File: src/rtl/gmii_pkg.sv
// Shared GMII constants and the receive deframer state type.
package gmii_pkg;

    localparam logic [7:0]  GMII_PREAMBLE   = 8'h55;
    localparam logic [7:0]  GMII_SFD        = 8'hD5;
    localparam logic [31:0] CRC32_POLY_REFL = 32'hEDB88320;
    localparam logic [31:0] CRC32_RESIDUE   = 32'hDEBB20E3;
    localparam logic [31:0] CRC32_INIT      = 32'hFFFFFFFF;

    typedef enum logic [1:0] {
        IDLE     = 2'd0,
        PREAMBLE = 2'd1,
        DATA     = 2'd2,
        DROP     = 2'd3
    } gmii_rx_state_e;

endpackage

File: src/rtl/gmii_crc32_d8.sv
// Byte-parallel Ethernet CRC32 next-state (reflected, LSB of the byte first).
module gmii_crc32_d8
    import gmii_pkg::*;
(
    input  logic [31:0] crc_in,
    input  logic [7:0]  data,
    output logic [31:0] crc_out
);

    logic [31:0] crc_work;

    // Unrolled eight single-bit LFSR steps, one per data bit starting at bit 0.
    always_comb begin
        crc_work = crc_in;
        for (int i = 0; i < 8; i++) begin
            crc_work = {1'b0, crc_work[31:1]}
                     ^ (((crc_work[0] ^ data[i]) == 1'b1) ? CRC32_POLY_REFL : 32'h0);
        end
        crc_out = crc_work;
    end

endmodule

File: src/rtl/gmii_rx_deframer.sv
// GMII receive deframer: strips preamble/SFD and FCS, checks the CRC, and
// streams DA..last payload byte with sop/eop/err markers plus frame counters.
module gmii_rx_deframer
    import gmii_pkg::*;
#(
    parameter int MIN_PREAMBLE = 1,
    parameter int MAX_FRAME    = 1518,
    parameter int MIN_FRAME    = 64
) (
    input  logic        clk,
    input  logic        reset,
    input  logic        rx_dv,
    input  logic [7:0]  rxd,
    input  logic        rx_er,
    output logic        out_valid,
    output logic [7:0]  out_data,
    output logic        out_sop,
    output logic        out_eop,
    output logic        out_err,
    output logic [31:0] stat_frames_ok,
    output logic [31:0] stat_frames_err
);

    localparam logic [2:0]  MIN_PRE_CNT = 3'(MIN_PREAMBLE);
    localparam logic [15:0] MAX_LEN     = 16'(MAX_FRAME);
    localparam logic [15:0] MIN_LEN     = 16'(MIN_FRAME);
    // Five bytes must be buffered before the oldest can be released, so the
    // four FCS bytes are still held back when rx_dv falls.
    localparam logic [15:0] EMIT_LEN    = 16'd5;

    gmii_rx_state_e  state_q, state_d;
    logic [2:0]      pre_cnt_q, pre_cnt_d, pre_cnt_eff;
    logic [31:0]     crc_q, crc_d, crc_next;
    logic [15:0]     len_q, len_d;
    logic            err_flag_q, err_flag_d;
    logic            sop_pend_q, sop_pend_d;
    logic            armed_q, armed_d;
    logic [4:0][7:0] dly_q, dly_d;
    logic            out_valid_q, out_valid_d;
    logic [7:0]      out_data_q, out_data_d;
    logic            out_sop_q, out_sop_d;
    logic            out_eop_q, out_eop_d;
    logic            out_err_q, out_err_d;
    logic [31:0]     ok_cnt_q, ok_cnt_d;
    logic [31:0]     err_cnt_q, err_cnt_d;

    logic pre_active;
    logic sfd_hit;
    logic pre_abort;
    logic data_byte;
    logic frame_end;
    logic giant;
    logic emit;
    logic frame_bad;
    logic count_ok;
    logic count_err;

    gmii_crc32_d8 u_crc (
        .crc_in  (crc_q),
        .data    (rxd),
        .crc_out (crc_next)
    );

    // Preamble rules also apply to the first byte seen in IDLE, with a zero
    // count, so no cycle is lost on entry. armed_q blocks that entry until
    // rx_dv has been seen low once after reset (no mid-frame pickup).
    assign pre_active  = rx_dv && ((state_q == PREAMBLE) || ((state_q == IDLE) && armed_q));
    assign pre_cnt_eff = (state_q == IDLE) ? 3'd0 : pre_cnt_q;
    assign sfd_hit     = pre_active && !rx_er && (rxd == GMII_SFD) && (pre_cnt_eff >= MIN_PRE_CNT);
    assign pre_abort   = pre_active && (rx_er || ((rxd != GMII_PREAMBLE) && !sfd_hit));

    assign data_byte = (state_q == DATA) && rx_dv;
    assign frame_end = (state_q == DATA) && !rx_dv;
    assign giant     = data_byte && (len_q >= MAX_LEN);
    assign emit      = (data_byte || frame_end) && (len_q >= EMIT_LEN);
    assign frame_bad = (crc_q != CRC32_RESIDUE) || err_flag_q
                     || (len_q < MIN_LEN) || (len_q < EMIT_LEN);
    assign count_ok  = frame_end && !frame_bad;
    assign count_err = (frame_end && frame_bad) || giant || pre_abort;

    // FSM state register.
    always_ff @(posedge clk or negedge reset) begin
        if (!reset) begin
            state_q <= IDLE;
        end else begin
            state_q <= state_d;
        end
    end

    // FSM next-state logic.
    always_comb begin
        state_d = state_q;
        case (state_q)
            IDLE: begin
                if (rx_dv) begin
                    if (!armed_q || pre_abort) begin
                        state_d = DROP;
                    end else if (sfd_hit) begin
                        state_d = DATA;
                    end else begin
                        state_d = PREAMBLE;
                    end
                end
            end
            PREAMBLE: begin
                if (!rx_dv) begin
                    state_d = IDLE;
                end else if (pre_abort) begin
                    state_d = DROP;
                end else if (sfd_hit) begin
                    state_d = DATA;
                end
            end
            DATA: begin
                if (!rx_dv) begin
                    state_d = IDLE;
                end else if (giant) begin
                    state_d = DROP;
                end
            end
            DROP: begin
                if (!rx_dv) begin
                    state_d = IDLE;
                end
            end
            default: state_d = IDLE;
        endcase
    end

    // FSM output logic: datapath updates, output beat and counter increments.
    always_comb begin
        pre_cnt_d   = pre_cnt_q;
        crc_d       = crc_q;
        len_d       = len_q;
        err_flag_d  = err_flag_q;
        sop_pend_d  = sop_pend_q;
        armed_d     = armed_q | ~rx_dv;
        dly_d       = dly_q;
        out_valid_d = 1'b0;
        out_data_d  = out_data_q;
        out_sop_d   = 1'b0;
        out_eop_d   = 1'b0;
        out_err_d   = 1'b0;
        ok_cnt_d    = ok_cnt_q;
        err_cnt_d   = err_cnt_q;

        if (pre_active && (rxd == GMII_PREAMBLE)) begin
            pre_cnt_d = (pre_cnt_eff == 3'd7) ? 3'd7 : pre_cnt_eff + 3'd1;
        end

        if (sfd_hit) begin
            crc_d      = CRC32_INIT;
            len_d      = 16'd0;
            err_flag_d = 1'b0;
            sop_pend_d = 1'b1;
        end

        if (data_byte) begin
            crc_d = crc_next;
            dly_d = {dly_q[3:0], rxd};
            if (len_q != 16'hFFFF) begin
                len_d = len_q + 16'd1;
            end
            if (rx_er) begin
                err_flag_d = 1'b1;
            end
        end

        if (emit) begin
            out_valid_d = 1'b1;
            out_data_d  = dly_q[4];
            out_sop_d   = sop_pend_q;
            sop_pend_d  = 1'b0;
        end

        if (frame_end || giant) begin
            out_eop_d = emit;
            out_err_d = emit && (giant || frame_bad);
        end

        if (count_ok && (ok_cnt_q != 32'hFFFF_FFFF)) begin
            ok_cnt_d = ok_cnt_q + 32'd1;
        end
        if (count_err && (err_cnt_q != 32'hFFFF_FFFF)) begin
            err_cnt_d = err_cnt_q + 32'd1;
        end
    end

    // Datapath, output and counter registers.
    always_ff @(posedge clk or negedge reset) begin
        if (!reset) begin
            pre_cnt_q   <= 3'd0;
            crc_q       <= CRC32_INIT;
            len_q       <= 16'd0;
            err_flag_q  <= 1'b0;
            sop_pend_q  <= 1'b0;
            armed_q     <= 1'b0;
            dly_q       <= '0;
            out_valid_q <= 1'b0;
            out_data_q  <= 8'h00;
            out_sop_q   <= 1'b0;
            out_eop_q   <= 1'b0;
            out_err_q   <= 1'b0;
            ok_cnt_q    <= 32'd0;
            err_cnt_q   <= 32'd0;
        end else begin
            pre_cnt_q   <= pre_cnt_d;
            crc_q       <= crc_d;
            len_q       <= len_d;
            err_flag_q  <= err_flag_d;
            sop_pend_q  <= sop_pend_d;
            armed_q     <= armed_d;
            dly_q       <= dly_d;
            out_valid_q <= out_valid_d;
            out_data_q  <= out_data_d;
            out_sop_q   <= out_sop_d;
            out_eop_q   <= out_eop_d;
            out_err_q   <= out_err_d;
            ok_cnt_q    <= ok_cnt_d;
            err_cnt_q   <= err_cnt_d;
        end
    end

    assign out_valid       = out_valid_q;
    assign out_data        = out_data_q;
    assign out_sop         = out_sop_q;
    assign out_eop         = out_eop_q;
    assign out_err         = out_err_q;
    assign stat_frames_ok  = ok_cnt_q;
    assign stat_frames_err = err_cnt_q;

endmodule

File: config.mk
export PLATFORM = sky130hd
export DESIGN_NAME = gmii_rx_deframer
export DESIGN_NICKNAME = d
export VERILOG_FILES = /design/src/rtl/gmii_pkg.sv /design/src/rtl/gmii_crc32_d8.sv /design/src/rtl/gmii_rx_deframer.sv
export SDC_FILE = /design/constraint.sdc
export NUM_CORES = 1
export LEC_CHECK = 0
export BUFFER_PORTS_ARGS = -buffer_cell sky130_fd_sc_hd__buf_2
export CELL_PAD_IN_SITES_DETAIL_PLACEMENT = 1
export CELL_PAD_IN_SITES_GLOBAL_PLACEMENT = 1
export CORE_MARGIN = 2
export CORE_UTILIZATION = 49
export CTS_CLUSTER_DIAMETER = 200
export DETAILED_ROUTE_END_ITERATION = 8
export PLACE_DENSITY = 0.87
export SLEW_MARGIN = 20
export SYNTH_ARGS = -nofsm -noshare
export SYNTH_HDL_FRONTEND = slang
export SYNTH_SLANG_ARGS = --single-unit
File: constraint.sdc
create_clock -name clk -period 6.9 [get_ports clk]
set_clock_uncertainty 0.15 [all_clocks]
set_input_delay 0.345 -clock clk [delete_from_list [all_inputs] [get_ports clk]]
set_output_delay 0.345 -clock clk [all_outputs]
set_load 0.01 [all_outputs]
==> impl_metrics.tcl <==
set metrics [dict create \
    yosys_warnings 0 \
    hold_depth 3 \
    antenna_found_initial 0 \
    maxSlewViolCount 0 \
    cp.depth 6 \
    io_buffers 87 \
    worst_pin_slew_ns 1.07 \
    yosys.cell_count.top_type "nand2_1" \
    fin_crit_ns 3.47 \
    gp_congestion 0.878 \
    multi_input_area_sq_um 3810 \
    dp_slack_ns 3.48 \
    r2r_cells 6 \
    dieArea_sq_um 18100 \
    h-tree-depth 4 \
    fill_cells 1899 \
    path_cells "or4_1 > or4_4 > o41a_4 > o31ai_4 > buf_6 > mux2_1" \
    cts_buffer_depth 2 \
    timing.fmax_ghz 0.288 \
    grt_start_max_net_pins 97 \
    layout_setup_ws_ns 3.43 \
    route.detailed.drc 0 \
    cts_tree "done" \
    finalHoldViolCount 0 \
    ctsResizeCount 0 \
    synthArstFlopShare_pct 100 \
    post_dp_cell_area_sq_um 8990 \
    drive_above_1_share_pct 19.9 \
    status "complete, no violations" \
    antenna_left 0 \
    area_growth_pct 15.4 \
    cp.buffers_inverters 1 \
    fin_crit_sh_pct 50.3 \
    n_antenna_cell 0 \
    cap_violations 0 \
    num_rows 47 \
    synth_edf_count 0 \
    synth_largest_area_cell "dfrtp_1" \
    crit_fanout 18 \
    synth.cell_area_sq_um 8340 \
    seq_area_frac_synth_pct 52.1 \
    crit_path_end_kind "flip-flop" \
    drt_iter0_drc 429 \
    vias 6641 \
    worstHoldPathType "in2reg" \
    critical_path_class "reg2reg" \
    synthDistinctLibCells 53 \
    synth_area_per_cell_sq_um 9.97 \
    slowest_stage "o31ai_4" \
    setup_tns_ns 0 \
    synth_area_leaders "dfrtp_1 42%, dfstp_2 10%, xnor2_1 7.6%, nand2_1 7.3%, xor2_1 6.5%" \
    hpwlAfterDp_mm 14.7 \
    routedWlPerCell_um 19.3 \
    insertion_delay_ns 0.44 \
    grt_pass1_vias 6928 \
    critical_path_required_ns 7.06 \
    die_w_um 134 \
    synth_cells 836 \
    clkSinkCount 172 \
    critical-path-max-stage-delay_ns 0.72 \
    synth_commonest_cells "163 x nand2_1, 140 x dfrtp_1, 72 x xnor2_1" \
    synth_top_area_share_pct 42.0 \
    wirelength_mm 22.3 \
    final_area_sq_um 9620 \
    worstPathArrival_ns 3.64 \
    dr.pass1.iters 5 \
    irDropWorstVdd_v 0.000343 \
    synthFlopType "dfrtp_1" \
    cts_buffers 17 \
    clk_transition_reported_paths_ns 0.07 \
    gr-total-overflow 0 \
    start_util_pct 50.3 \
    vias_per_cell 5.74 \
    gr-usage-all-layers_pct 25.9 \
    slew_headroom_pct 28.1 \
    finalSetupViolCount 0 \
    cts_root_buffer "clkbuf_16" \
    fin_nets 943 \
    p_leak_nw 4.62 \
    io_pins 88 \
    synth_seq_cells 172 \
    crit_family "compound AO/OA/AOI/OAI gates" \
    seq_area_sq_um 4340 \
    synth_nets 856 \
    cp-start-kind "flip-flop" \
    power_density_nw_per_um2 414 \
    rsz0062_at_grt "false" \
    grt_pass1_wl_mm 36.5 \
    core-area_sq_um 16600 \
    die_h_um 134 \
]
[flip-flops by register name, indices dropped and copies added, names as in the netlist]
register / count
stat_frames_err: 32
out_data: 8
crc_q: 32
out_eop: 1
out_valid: 1
len_q: 16
armed_q: 1
out_err: 1
dly_q: 40
err_flag_q: 1
stat_frames_ok: 32
out_sop: 1
state_q: 2
sop_pend_q: 1
pre_cnt_q: 3
[where the power goes]
part           switching [W]  total [W]  internal, W
combinational       0.000831    0.00145     0.000617
clock               0.000428   0.000979     0.000551
sequential          0.000230    0.00156      0.00133
[worst reg2reg max path, stage by stage (launching register included)]
cell     delay [ns]
dfstp_2        0.38
or4_1          0.52
or4_4          0.55
o41a_4         0.42
o31ai_4        0.72
buf_6          0.26
mux2_1         0.35
[cells in the final DEF, fill, tap and decap left out, types with 8 or more instances in the layout]
master / n
nand4_1: 30
nand2_1: 163
xor2_1: 62
mux2_2: 11
buf_2: 86
clkbuf_16: 17
o21ai_0: 16
ha_1: 8
inv_1: 17
dfstp_2: 32
nor2_1: 41
nor4_1: 10
dfrtp_1: 140
nor3_1: 51
xnor2_1: 72
nand3_1: 33
a21oi_1: 33
and3_1: 12
[through the flow]
step | total power, W | cells | util (%) | hold slack, ns
finish | 0.00398 | 1156 | 58.0 | 0.0156
CTS | 0.00400 | 1156 | 58.0 | 0.00175
global route | 0.00421 | 1156 | 58.0 | 0.00826
floorplan | 0.00256 | 836 | - | -0.101
global placement | 0.00288 | 1120 | 54.1 | 0.204
detailed placement | 0.00296 | 1121 | 54.2 | 0.207
[metal layers]
layer / up-vias / share of wire (%) / global-route usage [%]
met5: - / 0 / 0
met4: 0 / 2.0 / 8.71
met3: 44 / 3.6 / 4.50
met2: 170 / 51 / 44.6
met1: 3395 / 43 / 33.0
li1: 3032 / - / -
[final timing paths]
| path | to | from | slack, ns |
|---|---|---|---|
| hold reg to reg | dly_q[24] | dly_q[16] | 0.32 |
| setup / recovery | stat_frames_err[1] | crc_q[14] | 3.43 |
| setup reg to reg | stat_frames_err[1] | crc_q[14] | 3.43 |
| min in group asynchronous | pre_cnt_q[0] | reset | 0.29 |
| max in group asynchronous | dly_q[26] | reset | 5.12 |
| hold / removal | dly_q[3] | rxd[3] | 0.02 |
[cell type report]
type	count	share of cell area, %
flip-flops and latches	172	45.1
clock inverters	14	1.66
well taps	220	2.86
multi-input cells	617	39.5
clock buffers	18	4.56
repair buffers	98	5.56
inverters	17	0.663
[logic make-up (layout without fill, tap and decap cells)]
| group | after synthesis | count (layout) | share of synthesized area (%) |
|---|---|---|---|
| compound gates | 76 | 76 | 5.84 |
| xor+xnor | 135 | 135 | 14.3 |
| fa+ha+maj | 8 | 8 | 1.20 |
| buf+inv | 47 | 147 | 2.42 |
| flops | 172 | 172 | 52.1 |
| mux | 15 | 15 | 1.98 |
| simple gates | 383 | 383 | 22.2 |
[timing repair]
item	CTS	global route
hold endpoints to repair	55	0
hold buffers	3	0
buffers inserted	0	0
(Power assumes the default switching activity.)
